==> src/rtl/store_data_fwd_ctrl.sv <==
// Store-data forwarding control for the EXE-stage store-data mux.
// Shadows the MEM/WB destination registers and forwards WB results or stalls EXE for one cycle.
module store_data_fwd_ctrl #(
  parameter int REG_ADDR_W = 5,
  parameter int CNT_W      = 16
) (
  input  logic                  clk,
  input  logic                  rst,
  input  logic                  exe_valid,
  input  logic                  exe_is_store,
  input  logic [REG_ADDR_W-1:0] exe_rs2,
  input  logic [REG_ADDR_W-1:0] exe_rd,
  input  logic                  exe_reg_write,
  input  logic                  exe_flush,
  input  logic                  ext_stall,
  output logic                  sw_data_sel,
  output logic                  stall_exe,
  output logic [CNT_W-1:0]      fwd_count,
  output logic [CNT_W-1:0]      stall_count
);

  typedef enum logic {
    IDLE = 1'b0,
    HOLD = 1'b1
  } state_t;

  localparam int MEM = 0;
  localparam int WB  = 1;

  state_t state_reg, state_next;

  // Shadow stages: index 0 = MEM, index 1 = WB.
  logic [1:0]                 stg_valid_reg, stg_valid_next;
  logic [1:0]                 stg_wr_reg, stg_wr_next;
  logic [1:0][REG_ADDR_W-1:0] stg_rd_reg, stg_rd_next;

  logic [CNT_W-1:0] fwd_count_reg, stall_count_reg;

  logic       store;
  logic [1:0] hit;
  logic       mem_hit, wb_hit;

  assign store = exe_valid & exe_is_store & ~exe_flush;

  genvar gi;
  generate
    for (gi = 0; gi < 2; gi++) begin : g_hit
      assign hit[gi] = store & stg_valid_reg[gi] & stg_wr_reg[gi]
                     & (stg_rd_reg[gi] == exe_rs2) & (exe_rs2 != '0);
    end
  endgenerate

  assign mem_hit = hit[MEM];
  assign wb_hit  = hit[WB];

  // The younger MEM producer takes priority over an older WB match.
  assign stall_exe   = (state_reg == IDLE) & mem_hit;
  assign sw_data_sel = wb_hit & ~mem_hit;

  always_comb begin
    state_next = state_reg;
    case (state_reg)
      IDLE:    if (stall_exe) state_next = HOLD;
      HOLD:    state_next = IDLE;
      default: state_next = IDLE;
    endcase
  end

  always_comb begin
    stg_valid_next = '0;
    stg_wr_next    = '0;
    stg_rd_next    = '0;
    if (!(stall_exe || exe_flush)) begin
      stg_valid_next[MEM] = exe_valid;
      stg_wr_next[MEM]    = exe_reg_write;
      stg_rd_next[MEM]    = exe_rd;
    end
    stg_valid_next[WB] = stg_valid_reg[MEM];
    stg_wr_next[WB]    = stg_wr_reg[MEM];
    stg_rd_next[WB]    = stg_rd_reg[MEM];
  end

  always_ff @(posedge clk or posedge rst) begin
    if (rst) begin
      state_reg     <= IDLE;
      stg_valid_reg <= '0;
      stg_wr_reg    <= '0;
      stg_rd_reg    <= '0;
    end else if (!ext_stall) begin
      state_reg     <= state_next;
      stg_valid_reg <= stg_valid_next;
      stg_wr_reg    <= stg_wr_next;
      stg_rd_reg    <= stg_rd_next;
    end
  end

  // Saturating debug counters, frozen together with the pipeline.
  always_ff @(posedge clk or posedge rst) begin
    if (rst) begin
      fwd_count_reg   <= '0;
      stall_count_reg <= '0;
    end else if (!ext_stall) begin
      if (sw_data_sel && (fwd_count_reg != '1))
        fwd_count_reg <= fwd_count_reg + CNT_W'(1);
      if (stall_exe && (stall_count_reg != '1))
        stall_count_reg <= stall_count_reg + CNT_W'(1);
    end
  end

  assign fwd_count   = fwd_count_reg;
  assign stall_count = stall_count_reg;

endmodule

==> config.mk <==
export PLATFORM = sky130hd
export DESIGN_NAME = store_data_fwd_ctrl
export DESIGN_NICKNAME = d
export VERILOG_FILES = /design/src/rtl/store_data_fwd_ctrl.sv
export SDC_FILE = /design/constraint.sdc
export NUM_CORES = 1
export LEC_CHECK = 0
export CORE_MARGIN = 2
export CORE_UTILIZATION = 30
export CTS_BUF_LIST = sky130_fd_sc_hd__clkbuf_4 sky130_fd_sc_hd__clkbuf_8
export DETAILED_ROUTE_END_ITERATION = 16
export GPL_ROUTABILITY_DRIVEN = 0
export PLACE_DENSITY = 0.51
export SYNTH_ARGS = -nofsm -noshare
export SYNTH_HDL_FRONTEND = slang
export SYNTH_SLANG_ARGS = --single-unit
==> constraint.sdc <==
create_clock -name clk -period 2 [get_ports clk]
set_clock_uncertainty 0.05 [all_clocks]
set_input_delay 0.4 -clock clk [delete_from_list [all_inputs] [get_ports clk]]
set_output_delay 0.4 -clock clk [all_outputs]
set_load 0.02 [all_outputs]
==> results.md <==
- Outcome: finished, violations left
- Failing checks: setup timing
- Number of max-cap violations: 0
- Element type at the critical path start: flop
- RSZ-0062 raised after global routing: yes
- Initial DRC Count: 36
- CTS Sinks: 47
- Hold/Removal Path Class: input pin to asynchronous set/reset pin
- Mapped Cells: 217
- Root Driver: clkbuf_8
- Wirelength per Cell: 13.95 um
- Initial Util: 0.3138
- Total die area: 8905 sq um
- Initial antenna violation count: 0
- Reg2reg path depth: 6
- Worst-path fanout max: 5
- Routed vias/inst: 4.648
- Final worst path period need: 2190 ps
- Setup ws final: -189.7 ps
- Cell Area, Placed: 3487 sq um
- Vias: 1,994
- Critical Path Max Stage Delay: 490 ps
- RR Startpoint: stg_rd_next[5]
- Synth warn: 0
- Post-synth EDFFs: 0
- Largest delay share family, worst path: simple AND/OR/NAND/NOR gates
- Max Fclk: 0.4567 GHz
- Post-synth ARST share: 1.000
- Critical path class: flop to flop
- Static leakage: 1.761 nW
- Worst ir drop on vdd: 0.0002134 V
- Worst-Skew Late Latency: 290 ps
- FP Rows: 32
- Total Negative Setup Slacks: -1896 ps
- Final setup viols: 17
- Crit path cell chain: xor2_1 > or3_1 > or4_4 > buf_12 > nor2_2 > mux2_2
- Reg2Reg Capture Point: stall_count[9]
- H-tree levels: 2
- Die Height: 94.37 um
- Slew headroom: 0.7056
- Dpl cells: 410
- FF+latch area: 1179 sq um
- Area of the multi-input gates: 1500 sq um
- Inserted Diodes: 0
- DRC viols: 0
- Final antenna-violating net count: 0
- Mapped Avg Cell Area: 11.29 sq um
- WL final: 5986 um
- Worst-case clock buffer depth: 2
- Vias in the first global route: 2,048
- Worst hold margin: 411.8 ps
- Largest net degree at the start of global routing: 48
- Total CTS buffers: 5
- Yosys cell types: 40
- Fin cells: 429
- Fill count: 744
- Reg clk slew, reported paths: 90 ps
- I/O pins: 51
- Critical Path AT: 2320 ps
- DRT Pass-1 Iters: 4
- GRT Total Usage: 0.1440
- Pwr/cell area: 466.4 nW/um^2
- Design area: 3911 sq um
- Fin nets: 345
- CP required: 2130 ps
- PortBufs: 50
- GRT Residual Overflow: 0
- Die Width: 94.37 um
- Register bit total from synthesis: 47
- Area delta synth->final: 59.65%
- Slowest CP cell: or4_4
- Worst reg-to-reg setup slack: -190 ps
- Synthesized net count: 236
- Synth Cell Area: 2450 sq um
- Max Slew Vio Count: 0
- Seq/Total Area, Yosys: 0.4801
- Fin crit share: 1.095
- CTS tree: yes
- First-pass GRT wire length: 10,140 um
- Core box area: 7807 sq um
- Worst path bufs/invs: 1
- Actual slew at the worst max-slew pin: 437.9 ps
- Synth Flop Type: dfrtp_1
- Crit end category: flop
- Fin. Hold Viols: 0
- Share of cells above drive strength 1: 0.4128
- Post-DP HPWL: 4184 um
==> power by group <==
group	internal, mW	switching (mW)
registers	0.977	0.0244
clock network	0.274	0.316
logic	0.132	0.101
total	1.38	0.442
==> cells in the mapped netlist (3+ instances only) <==
| cell type | instances | area (sq um) |
|---|---|---|
| nor2_1 | 11 | 41.29 |
| nand3_1 | 6 | 30.03 |
| inv_1 | 8 | 30.03 |
| and4_1 | 3 | 26.28 |
| nand4_1 | 15 | 93.84 |
| nor3_1 | 8 | 40.04 |
| mux2_2 | 10 | 112.6 |
| or2_2 | 3 | 18.77 |
| xor2_1 | 20 | 175.2 |
| a22o_1 | 6 | 52.55 |
| nor3_2 | 4 | 40.04 |
| or4_1 | 5 | 37.54 |
| nand2_1 | 16 | 60.06 |
| and2_1 | 3 | 18.77 |
| nor4_1 | 6 | 37.54 |
| xnor2_1 | 19 | 166.4 |
| dfrtp_1 | 47 | 1176 |
==> per-stage QoR <==
| step | setup slack, ps | util | power (mW) |
|---|---|---|---|
| 2_1_floorplan | -72.79 | - | 1.108 |
| 3_3_place_gp | -798.0 | 0.4466 | 1.225 |
| 3_5_place_dp | -818.9 | 0.4466 | 1.229 |
| 4_1_cts | -203.4 | 0.4804 | 1.835 |
| 5_1_grt | -268.8 | 0.5010 | 1.918 |
| 6_report | -189.7 | 0.5010 | 1.824 |
==> worst max path at each step <==
stage,start,to,slack (ps),cells after the start
5_1_grt,stg_rd_next[5],stall_count[9],-270,6
4_1_cts,stg_rd_next[6],stall_exe,-200,5
2_1_floorplan,stg_rd_next[5],stall_count[1],-70,6
3_5_place_dp,exe_rs2[1],stall_exe,-820,6
6_report,stg_rd_next[5],stall_count[9],-190,6
3_3_place_gp,exe_rs2[2],sw_data_sel,-800,6
==> per-layer routing <==
| layer | vias to the layer above | wire length [um] | GRT usage |
|---|---|---|---|
| li1 | 1000 | - | - |
| met1 | 953 | 2860 | 0.2057 |
| met2 | 34 | 2843 | 0.2226 |
| met3 | 7 | 207 | 0.02314 |
| met4 | 0 | 74 | 0.04952 |
| met5 | - | 0 | 0 |
==> layout by cell type, fill, tap and decap left out, drive strengths merged, types with 9 or more instances in the layout <==
master,count
buf,64
clkdlybuf4s50,40
dfrtp,47
mux2,10
nand2,16
nand4,15
nor2,12
nor3,14
nor4,9
xnor2,19
xor2,20
==> final cells by class <==
| type | count | share of cell area |
|---|---|---|
| clock buffers | 7 | 0.02143 |
| flip-flops and latches | 47 | 0.3013 |
| multi-input cells | 155 | 0.3836 |
| clock inverters | 1 | 0.001280 |
| inverters | 8 | 0.007678 |
| well taps | 102 | 0.03263 |
| repair buffers | 109 | 0.2521 |
==> worst reg2reg max path, delay by kind of cell, from the launching register on <==
| family | cells | cell delay, ps |
|---|---|---|
| flip-flops | 1 | 400 |
| AND/OR/NAND/NOR | 3 | 960 |
| multiplexers | 1 | 330 |
| buffers and inverters | 1 | 170 |
| XOR/XNOR | 1 | 180 |
==> kinds of logic (layout without fill, tap and decap cells) <==
kind of cell	Yosys count	after routing	share of synthesized area
flip-flops	47	47	0.4801
AO/OA/AOI/OAI	12	12	0.04444
buffers and inverters	15	125	0.03370
multiplexers	10	10	0.04597
adder cells (fa/ha/maj)	2	2	0.01021
AND/OR/NAND/NOR	92	92	0.2462
XOR/XNOR	39	39	0.1394
==> what timing repair did <==
action,4_1_cts,5_1_grt
setup buffers,6,4
hold endpoints to repair,0,0
hold buffers,0,0
pin swaps,21,8
endpoints found under the setup margin,42,34
cloned,1,0
gates resized for setup,56,25
(Power assumes the default switching activity.)
